### config.mk
export PLATFORM = sky130hd
export DESIGN_NAME = ex_div
export DESIGN_NICKNAME = d
export VERILOG_FILES = /design/src/rtl/ex_div.sv
export SDC_FILE = /design/constraint.sdc
export NUM_CORES = 1
export LEC_CHECK = 0
export ABC_AREA = 1
export BUFFER_PORTS_ARGS = -buffer_cell sky130_fd_sc_hd__buf_2
export CORE_MARGIN = 1
export CORE_UTILIZATION = 35
export CTS_BUF_LIST = sky130_fd_sc_hd__clkbuf_2
export CTS_CLUSTER_DIAMETER = 30
export DETAILED_ROUTE_END_ITERATION = 16
export PLACE_DENSITY = 0.59
export RECOVER_POWER = 50
export SKIP_CTS_REPAIR_TIMING = 1
export SLEW_MARGIN = 10
export SYNTH_ARGS = -nofsm -noshare
export SYNTH_HDL_FRONTEND = slang
export SYNTH_SLANG_ARGS = --single-unit
### constraint.sdc
create_clock -name clk -period 1.9 [get_ports clk]
set_clock_uncertainty 0.05 [all_clocks]
set_input_delay 0.19 -clock clk [delete_from_list [all_inputs] [get_ports clk]]
set_output_delay 0.19 -clock clk [all_outputs]
set_load 0.02 [all_outputs]
### src/rtl/ex_div.sv
// ex_div: multi-cycle RV32M divider (DIV/DIVU/REM/REMU) for the EX stage.
// One restoring shift-subtract step per clock; holds the pipeline via busy_o
// and issues a single-cycle register-file write-back on completion.
module ex_div #(
  parameter int unsigned XLEN  = 32,
  parameter int unsigned CNT_W = 6
) (
  input  logic            clk,
  input  logic            rst,
  input  logic            start_i,
  input  logic [1:0]      op_i,
  input  logic [XLEN-1:0] dividend_i,
  input  logic [XLEN-1:0] divisor_i,
  input  logic [4:0]      reg_waddr_i,
  input  logic            flush_i,
  output logic            busy_o,
  output logic            ready_o,
  output logic [XLEN-1:0] result_o,
  output logic [4:0]      reg_waddr_o,
  output logic [XLEN-1:0] reg_wdata_o,
  output logic            reg_wen_o
);

  typedef enum logic [1:0] {
    S_IDLE  = 2'd0,
    S_START = 2'd1,
    S_CALC  = 2'd2,
    S_END   = 2'd3
  } state_e;

  localparam logic [XLEN-1:0] MIN_NEG  = {1'b1, {(XLEN-1){1'b0}}};
  localparam logic [XLEN-1:0] ALL_ONES = {XLEN{1'b1}};
  localparam logic [CNT_W-1:0] LAST_IT = CNT_W'(XLEN - 1);

  state_e            state_q, state_d;
  logic [1:0]        op_q, op_d;
  logic [XLEN-1:0]   a_q, a_d;
  logic [XLEN-1:0]   b_q, b_d;
  logic [4:0]        rd_q, rd_d;
  logic [XLEN-1:0]   quot_q, quot_d;
  logic [XLEN-1:0]   rem_q, rem_d;
  logic [XLEN-1:0]   den_q, den_d;
  logic [CNT_W-1:0]  cnt_q, cnt_d;
  logic              negq_q, negq_d;
  logic              negr_q, negr_d;
  logic              busy_q, busy_d;
  logic              ready_q, ready_d;
  logic [XLEN-1:0]   result_q, result_d;
  logic [4:0]        waddr_q, waddr_d;

  logic              is_signed;
  logic [XLEN-1:0]   abs_a;
  logic [XLEN-1:0]   abs_b;
  logic [XLEN:0]     shift_w;
  logic              sub_ok;
  logic [XLEN-1:0]   q_fix;
  logic [XLEN-1:0]   r_fix;

  // Operand magnitudes, shifted partial remainder and final sign correction
  assign is_signed = ~op_q[0];
  assign abs_a     = (is_signed && a_q[XLEN-1]) ? XLEN'(-a_q) : a_q;
  assign abs_b     = (is_signed && b_q[XLEN-1]) ? XLEN'(-b_q) : b_q;
  assign shift_w   = {rem_q, quot_q[XLEN-1]};
  assign sub_ok    = (shift_w >= {1'b0, den_q});
  assign q_fix     = negq_q ? XLEN'(-quot_q) : quot_q;
  assign r_fix     = negr_q ? XLEN'(-rem_q) : rem_q;

  // Next-state, datapath and output computation
  always_comb begin
    state_d  = state_q;
    op_d     = op_q;
    a_d      = a_q;
    b_d      = b_q;
    rd_d     = rd_q;
    quot_d   = quot_q;
    rem_d    = rem_q;
    den_d    = den_q;
    cnt_d    = cnt_q;
    negq_d   = negq_q;
    negr_d   = negr_q;
    busy_d   = busy_q;
    ready_d  = 1'b0;
    result_d = result_q;
    waddr_d  = waddr_q;

    case (state_q)
      S_IDLE: begin
        // A flush in the same cycle suppresses the request
        if (start_i && !flush_i) begin
          op_d    = op_i;
          a_d     = dividend_i;
          b_d     = divisor_i;
          rd_d    = reg_waddr_i;
          busy_d  = 1'b1;
          state_d = S_START;
        end
      end

      S_START: begin
        if (flush_i) begin
          busy_d  = 1'b0;
          state_d = S_IDLE;
        end else if (b_q == '0) begin
          quot_d  = ALL_ONES;
          rem_d   = a_q;
          negq_d  = 1'b0;
          negr_d  = 1'b0;
          state_d = S_END;
        end else if (is_signed && (a_q == MIN_NEG) && (b_q == ALL_ONES)) begin
          quot_d  = MIN_NEG;
          rem_d   = '0;
          negq_d  = 1'b0;
          negr_d  = 1'b0;
          state_d = S_END;
        end else begin
          quot_d  = abs_a;
          den_d   = abs_b;
          rem_d   = '0;
          cnt_d   = '0;
          negq_d  = is_signed & (a_q[XLEN-1] ^ b_q[XLEN-1]);
          negr_d  = is_signed & a_q[XLEN-1];
          state_d = S_CALC;
        end
      end

      S_CALC: begin
        if (flush_i) begin
          busy_d  = 1'b0;
          state_d = S_IDLE;
        end else begin
          // Restoring step: quotient bits shift out of quot into rem
          quot_d = {quot_q[XLEN-2:0], sub_ok};
          rem_d  = sub_ok ? XLEN'(shift_w - {1'b0, den_q}) : shift_w[XLEN-1:0];
          cnt_d  = cnt_q + CNT_W'(1);
          if (cnt_q == LAST_IT) begin
            state_d = S_END;
          end
        end
      end

      S_END: begin
        busy_d  = 1'b0;
        state_d = S_IDLE;
        if (!flush_i) begin
          result_d = op_q[1] ? r_fix : q_fix;
          waddr_d  = rd_q;
          ready_d  = 1'b1;
        end
      end

      default: begin
        busy_d  = 1'b0;
        state_d = S_IDLE;
      end
    endcase
  end

  // State and datapath registers with synchronous active-low reset
  always_ff @(posedge clk) begin
    if (!rst) begin
      state_q  <= S_IDLE;
      op_q     <= '0;
      a_q      <= '0;
      b_q      <= '0;
      rd_q     <= '0;
      quot_q   <= '0;
      rem_q    <= '0;
      den_q    <= '0;
      cnt_q    <= '0;
      negq_q   <= 1'b0;
      negr_q   <= 1'b0;
      busy_q   <= 1'b0;
      ready_q  <= 1'b0;
      result_q <= '0;
      waddr_q  <= '0;
    end else begin
      state_q  <= state_d;
      op_q     <= op_d;
      a_q      <= a_d;
      b_q      <= b_d;
      rd_q     <= rd_d;
      quot_q   <= quot_d;
      rem_q    <= rem_d;
      den_q    <= den_d;
      cnt_q    <= cnt_d;
      negq_q   <= negq_d;
      negr_q   <= negr_d;
      busy_q   <= busy_d;
      ready_q  <= ready_d;
      result_q <= result_d;
      waddr_q  <= waddr_d;
    end
  end

  assign busy_o      = busy_q;
  assign ready_o     = ready_q;
  assign result_o    = result_q;
  assign reg_waddr_o = waddr_q;
  assign reg_wdata_o = result_q;
  assign reg_wen_o   = ready_q;

endmodule

; Yosys cells after proc, flatten, opt, wreduce, memory -nomap -nowiden
; Index checks and enable logic that the tools add are counted.
[totals]
regBits = 216
inputBits = 75
wordCells = 96
[op_classes]
n_addsub = 6
magnitude_cmp = 1
n_eq_ne = 13
n_mux = 35
bitwise = 7
n_reduce_logical = 19
[ops]
columns = operator, n
row1 = two-way mux 32 bit, 13
row2 = negator 32 bit, 4
row3 = one-hot mux 32 bit (2 select lines), 2
row4 = == test 32 bit (second input constant), 2
row5 = greater-or-equal comparator 33 x 32 -> 1 bit, 1
row6 = zero test 32 bit, 1
row7 = subtractor 32 bit, 1
row8 = two-way mux 6 bit, 4
row9 = one-hot mux 6 bit (2 select lines), 1
row10 = AND reduction 2 bit, 6
row11 = inequality test 2 bit (second input constant), 5
row12 = two-way mux 1 bit, 9
row13 = two-way mux 2 bit, 4
row14 = one-hot mux 2 bit (4 select lines), 1
row15 = adder 6 x 1 -> 6 bit (second input constant), 1
row16 = == test 6 x 5 -> 1 bit (second input constant), 1
row17 = logical AND 1 bit, 5
row18 = AND reduction 5 bit, 1
row19 = == test 2 bit (second input constant), 2
row20 = NOT 1 bit, 4
row21 = AND reduction 4 bit, 1
row22 = inequality test 3 bit (second input constant), 1
row23 = one-hot mux 1 bit (3 select lines), 1
row24 = AND reduction 3 bit, 1
row25 = other kinds (8), 9

; Logic depth before layout (Yosys ltp)
; Gate-level depths: netlist of the first run.
[depth]
depth_word = 7
mapped_depth = 17
mapped_depth_nobuf = 17

; Least setup slack after synthesis of the first run
; OpenSTA, ideal clock, no wires.
[synth_timing]
path_type = flip-flop to flip-flop
from = register rem_q[18]
to = register rem_q[0]
arrival_ns = 1.835
required_ns = 1.741
setup_slack_ns = -0.095
path_stages_with_launch = 17
path_cell_list = dfxtp_1 ha_1 nand2_2 inv_1 nand2_1 nand2_1 nand2_1 nand2_1 nand2_1 nand3_2 nor2_4 nand2_4 buf_6 nand3b_1 nand3_1 nand2_1 inv_1
[synth_via]
elab_chain_len = 4
[synth_lines]
columns = item, line_no
row1 = "start, declared", 41  ; logic [XLEN-1:0] rem_q, rem_d;
row2 = "start signal, assigned", 183  ; rem_q <= rem_d;
row3 = greater-or-equal comparator 33 x 32 -> 1 bit, 64  ; assign sub_ok = (shift_w >= {1'b0, den_q});
row4 = two-way mux 32 bit, 133  ; rem_d = sub_ok ? XLEN'(shift_w - {1'b0, den_q}) : shift_w[XLEN-1:0];
row5 = two-way mux 32 bit, 127  ; if (flush_i) begin
row6 = one-hot mux 32 bit (2 select lines), 86  ; case (state_q)
; No other way between the ends. The select of a mux whose other input is x is not followed.
; A chain may end at the register's enable or synchronous reset.

; Worst setup path in the final report of the first run
[layout_timing]
from = register quot_q[31]
to = register rem_q[18]
[layout_via]
elab_chain_len = 4
[layout_lines]
columns = item, line_no
row1 = "start, declared", 40  ; logic [XLEN-1:0] quot_q, quot_d;
row2 = "start signal, assigned", 182  ; quot_q <= quot_d;
row3 = subtractor 32 bit or greater-or-equal comparator 33 x 32 -> 1 bit (tied branches), "133, 64"
row4 = two-way mux 32 bit (*), 133
row5 = two-way mux 32 bit (*), 127
row6 = one-hot mux 32 bit (2 select lines) (*), 86
; Every way passes the cells marked *; elsewhere a longest branch is shown, timed or not. The select of a mux whose other input is x is not followed.

==> results of run 1 <==
cell usage after synthesis, types with 13 or more instances:
| cell type | count |
|---|---|
| o21ai_1 | 37 |
| o211ai_1 | 13 |
| clkbuf_1 | 70 |
| nand3_1 | 249 |
| xor2_1 | 54 |
| inv_1 | 382 |
| buf_6 | 13 |
| ha_1 | 43 |
| nor2_1 | 243 |
| nand2_1 | 588 |
| buf_4 | 35 |
| nand4_1 | 33 |
| nor2_2 | 13 |
| dfxtp_1 | 216 |
| o21ai_0 | 213 |
| buf_2 | 14 |
| nor3_1 | 34 |
| a21oi_1 | 270 |
power by group:
part           total (mW)  switching, mW  internal [mW]
combinational        40.8           23.1           17.7
clock                3.98           2.39           1.59
sequential           6.92           1.13           5.79
total                51.7           26.7           25.0
path summary, 6_finish.rpt:
| check | slack, ps | start | cells after the start | end |
|---|---|---|---|---|
| worst max register to register | -230 | quot_q[31] | 14 | rem_q[18] |
| worst max-delay path | -230 | quot_q[31] | 14 | rem_q[18] |
| worst min register to register | 410 | rd_q[0] | 2 | reg_waddr_o[0] |
| worst min-delay path | -20 | reg_waddr_i[0] | 4 | rd_q[0] |
logic make-up after synthesis:
family                   count (synthesis)  share of synthesized area (%)
AND/OR/NAND/NOR                       1215                          33.43
AO/OA/AOI/OAI                          563                          18.42
buffers and inverters                  538                          14.29
flip-flops                             216                          27.24
XOR/XNOR                                56                          3.090
adder cells (fa/ha/maj)                 44                          3.516
metal layers:
layer / up-vias / wire length, um / share of wire, % / GRT usage, %
met1: 9481 / 31610 / 45 / 37.21
met3: 142 / 4096 / 5.8 / 4.303
met5: - / 0 / 0 / 0
met2: 664 / 32380 / 46 / 43.93
li1: 9982 / - / - / -
met4: 0 / 2367 / 3.4 / 9.976
worst register-to-register path, cell delays in order (launching register included):
cell	delay, ps
dfxtp_2	340
inv_1	70
ha_2	350
nand3_2	80
nor3_2	220
buf_4	170
nand3_4	70
nand4_1	100
nor2_2	70
buf_6	130
clkbuf_16	150
nand3_1	60
nand3_1	70
nand2_1	60
inv_1	40
per-stage QoR:
| step | instances | area (sq um) |
|---|---|---|
| after floorplan | 2632 | 16220 |
| after global placement | 3724 | 20820 |
| after detailed placement | 3724 | 20820 |
| after CTS | 3854 | 21470 |
| after global routing | 4001 | 25210 |
| final | 4001 | 25210 |
registers in the layout (all words and copies together), names as in the netlist:
name and flops:
a_q 32, b_q 32, den_q 32, quot_q 32, reg_wdata_o 32, rem_q 32
cnt_q 6, rd_q 5, reg_waddr_o 5, op_q 2, state_q 2, busy_o 1
negq_q 1, negr_q 1, ready_o 1
cell type report:
cell class / instances / area share [%]
Sequential cell: 216 / 17.67
Tap cell: 592 / 2.938
Inverter: 394 / 6.110
Antenna cell: 1 / 0.009926
Clock inverter: 27 / 0.5162
Clock buffer: 103 / 2.045
Timing Repair Buffer: 786 / 24.66
Timing Repair inverter: 4 / 0.1886
Multi-Input combinational cell: 1878 / 45.87
==> impl_results.md, run 1 <==
* Initial Util at a little over a third
* Fraction of layout cells with a size suffix above 1 at around two fifths
* Yosys warns at 0
* Core Region at between 40000 and 50000 sq um
* Commonest cells after routing, fill and taps aside: buf_4, nand2_1, inv_1, a21oi_1, nand3_1
* Worst min-delay path category: in -> reg
* CP max stage delay at 350 ps
* Crit-path max FO at 6
* Cell variety after synth at 48
* DRT Wirelength at 70450 um
* Crit path capture type: flop
* Fin util at a little under three fifths
* First-pass GRT wire length at approximately 100000 um
* Power Density at 2051 nW/um^2
* Pre-antenna DRT Iters at 8
* Status: finished with violations
* Ranking of synthesized cells by area: dfxtp_1, nand2_1, inv_1
* Minimum clock period at around 2100 ps
* Critical path's slowest cell: ha_2
* RSZ-0062 raised after global routing: true
* Max VDD drop at 1.001 mV
* PortBufs at 146
* Violated checks: negative hold slack, negative setup slack
* Synthesis-to-layout area growth at 58.84%
* Post-synth top area share at 27.24%
* DR vias/cell at 5.066
* H-tree Lvls at 3
* Static leakage at 12.08 nW
* Post-synth ARST share at 0%
* Row count at 77
* Most common cell after layout, fill and taps aside: buf_4
* Multi-input gate area at ~12000 sq um
* Min Hold Slack at -17.75 ps
* Dpl hpwl at ~52000 um
* Yosys reg bits at roughly 220
* Crit path buffers/inverters at 5
* FMAX at between 400 and 500 MHz
* Vias post-DR at 20270
* Mapped cell area at 15870 sq um
* CP top delay family: simple AND/OR/NAND/NOR gates
* Yosys top cell by area: dfxtp_1
* Post-route ant nets at 0
* Die width at 215.0 um
* Number of remaining DRC errors at 0
* Reg area at 4454 sq um
* Number of fill cells in the layout at 4338
* Die area at about 46000 sq um
* Die height at about 210 um
* Clk root buf: clkbuf_2
* Sequential share of the synthesized area at a little over a quarter
* Max Cap Viol at 0
* Iter 0 DRT Violations at approximately 1500
* Post-synth net total at approximately 2800
* Slew Limit Headroom at 61.59%
* Worst-path cell chain: inv_1 -> ha_2 -> nand3_2 -> nor3_2 -> buf_4 -> nand3_4 -> nand4_1 -> nor2_2 -> buf_6 -> clkbuf_16 -> nand3_1 -> nand3_1 -> nand2_1 -> inv_1
* Synth Instances at around 2600
* RePlAce Congestion at about 0.94
* Avg Cell Area, Syn at ~6.0 sq um
* Sink Count at 216
* Setup WS pre-CTS at -416.6 ps
* Vias in the first global route at approximately 18000
* Initial antenna violation count at 1
* Final nets at about 3500
* Final period utilization at 111.9%
* WP data arrival at approximately 3000 ps
* Maximum clock path buffer count at 3
* Num ports at between 100 and 150
* TritonCTS Buffers at 74
* Ys flop type: dfxtp_1
* Total power at 51.70 mW
* CTS tree: built
* CP startpoint kind: flop
* Setup TNS at -10180 ps
* Largest net degree at the start of global routing at 95
* Routed len/inst at 17.61 um
* Final Setup Violations at 104
* Worst Max-Slew Pin Slew at between 500 and 600 ps
* Final WS setup at -226.5 ps
* Latest clock arrival within the worst-skew pair at roughly 1000 ps
* Max-slew violation count at 0
* Crit path required time at 2730 ps
* Clk slew on worst S/H paths at ~100 ps
* EDFF count, synth at 0
* Tot GR Track Use at ~27%
* Grt ovf at 0
* Final Hold Vio Count at 4
* Crit Path Class: reg -> reg
Power figures use the tool's default switching activity.
==> run 2, diff against run 1 <==
==> constraint.sdc (replaced) <==
create_clock -name clk -period 1.9 [get_ports clk]
set_clock_uncertainty 0.05 [all_clocks]
set_input_delay 0.38 -clock clk [delete_from_list [all_inputs] [get_ports clk]]
set_output_delay 0.38 -clock clk [all_outputs]
set_load 0.02 [all_outputs]
==> run 2 against run 1 <==
The run ends with negative setup slack left. Routed wire length down 3.5%. Via count fell by 1.8%. Cell area shrank 1.9%. Maximum frequency shrank 3.8%. Critical path type unchanged. Largest cell class unchanged. Largest power group unchanged.
==> impl_results.md, run 2 (synthesized netlist as in run 1, its figures left out) <==
* Status: finished with violations
* Violated checks: negative setup slack
* DRT Wirelength at 67950 um (-3.5%)
* Final period utilization at 116.3% (+4.4 points)
* Die area at 46200 sq um (unchanged)
* H-tree Lvls at 3 (unchanged)
* Crit path capture type: flop
* Max-slew violation count at 0 (unchanged)
* Sink Count at 216 (unchanged)
* Minimum clock period at 2210 ps (+83.63 ps)
* DP Area at 20890 sq um (+0.32%)
* Crit-path max FO at 10 (+4)
* Grt ovf at 0 (unchanged)
* Largest net degree at the start of global routing at 74 (-22%)
* CP max stage delay at 440 ps (+90 ps)
* Die height at 215.0 um (unchanged)
* Worst Max-Slew Pin Slew at 628.9 ps (+52.76 ps)
* Slew Limit Headroom at 58.07% (-3.5 points)
* Initial antenna violation count at 3 (+2)
* Final Hold Vio Count at 0 (-4)
* Fraction of layout cells with a size suffix above 1 at 39.83% (-1.3 points)
* Multi-input gate area at 11310 sq um (-2.2%)
* CTS tree: built
* Crit Path Class: reg -> reg
* Maximum clock path buffer count at 3 (unchanged)
* Vias post-DR at 19900 (-1.8%)
* Fin util at 55.57% (-1.1 points)
* Tot GR Track Use at 27.24% (-0.25 points)
* CP top delay family: compound AO/OA/AOI/OAI gates
* Num ports at 147 (unchanged)
* Worst-path cell chain: inv_1 -> buf_4 -> nor2_1 -> inv_1 -> o21ai_0 -> xor2_1 -> o21ai_0 -> a21oi_1
* Worst min-delay path category: in -> reg
* Crit path buffers/inverters at 3 (-2)
* Routed len/inst at 17.10 um (-2.9%)
* Static leakage at 11.94 nW (-1.2%)
* Clk slew on worst S/H paths at 90 ps (about the same)
* Synthesis-to-layout area growth at 55.83%
* Number of remaining DRC errors at 0 (unchanged)
* Min Hold Slack at 108.9 ps (+126.6 ps)
* DR vias/cell at 5.007 (-1.2%)
* FMAX at 452.5 MHz (-3.8%)
* WP data arrival at 3080 ps (+120 ps)
* Post-route cell area at 24730 sq um (-1.9%)
* Most common cell after layout, fill and taps aside: buf_4
* Commonest cells after routing, fill and taps aside: buf_4, nand2_1, inv_1, a21oi_1, nand3_1
* Inst Count DP at 3728 (+0.11%)
* Max Cap Viol at 0 (unchanged)
* RSZ-0062 raised after global routing: true
* Dpl hpwl at 51280 um (-1.1%)
* Pre-antenna DRT Iters at 5 (-3)
* Power Density at 2104 nW/um^2 (+2.6%)
* Clk root buf: clkbuf_2
* Final WS setup at -310.1 ps (-83.64 ps)
* First-pass GRT wire length at 98690 um (-0.75%)
* PortBufs at 146 (unchanged)
* Initial Util at 35.66% (unchanged)
* Critical path's slowest cell: xor2_1
* Latest clock arrival within the worst-skew pair at 1030 ps (about the same)
* Vias in the first global route at 18230 (+0.54%)
* Core Region at 44510 sq um (unchanged)
* TritonCTS Buffers at 71 (-4.1%)
* Layout Cells excl Fill at 3975 (-0.65%)
* Max VDD drop at 1.038 mV (+3.8%)
* Final Setup Violations at 184 (+77%)
* Iter 0 DRT Violations at 1434 (-1.4%)
* Row count at 77 (unchanged)
* Final nets at 3455 (-0.52%)
* Number of fill cells in the layout at 4391 (+1.2%)
* CP startpoint kind: flop
* Reg area at 4467 sq um (+0.28%)
* RePlAce Congestion at 0.9408 (+0.16%)
* Post-route ant nets at 0 (unchanged)
* Crit path required time at 2770 ps (+40 ps)
* Die width at 215.0 um (unchanged)
[run 2: tightest hold or removal path, stage by stage]
cell	delay [ps]
dlygate4sd3_1	510
buf_2	90
o21ai_0	70
a21oi_1	100
[run 2: worst paths after layout]
kind | start | endpoint | slack (ps) | cells after the start
worst min register to register | rd_q[0] | reg_waddr_o[0] | 410 | 2
worst max register to register | b_q[31] | den_q[15] | -310 | 8
worst max-delay path | b_q[31] | den_q[15] | -310 | 8
worst min-delay path | divisor_i[9] | b_q[9] | 110 | 4
[run 2: report_power, final]
part	total, mW	leakage, nW	switching [mW]	internal (mW)
sequential	6.96	1.80	1.15	5.80
combinational	41.3	9.68	23.0	18.3
clock	3.77	0.459	2.33	1.44
[run 2: area by class of cell]
class,instances,area share [%]
flip-flops and latches,216,18.06
repair buffers,773,24.47
inverters,394,6.207
multi-input cells,1878,45.73
clock inverters,30,0.6374
diodes,1,0.01012
well taps,592,2.995
clock buffers,89,1.801
repair inverters,2,0.09106
[run 2: metal layers]
layer	vias up	global-route usage [%]	part of all wire, %
met1	9215	36.89	45
met5	-	0	0.034
li1	9959	-	-
met2	601	43.67	46
met4	4	9.429	3.1
met3	124	4.317	5.6
[run 2: per-stage QoR]
stage | setup WS, ps | TNS [ps] | power (mW)
after global placement | -419.3 | -17490 | 38.77
after floorplan | -5.659 | -5.659 | 24.35
after global routing | -380.1 | -34540 | 55.79
after CTS | -420.0 | -33440 | 42.97
after detailed placement | -411.8 | -18010 | 39.02
final | -310.1 | -14870 | 52.03
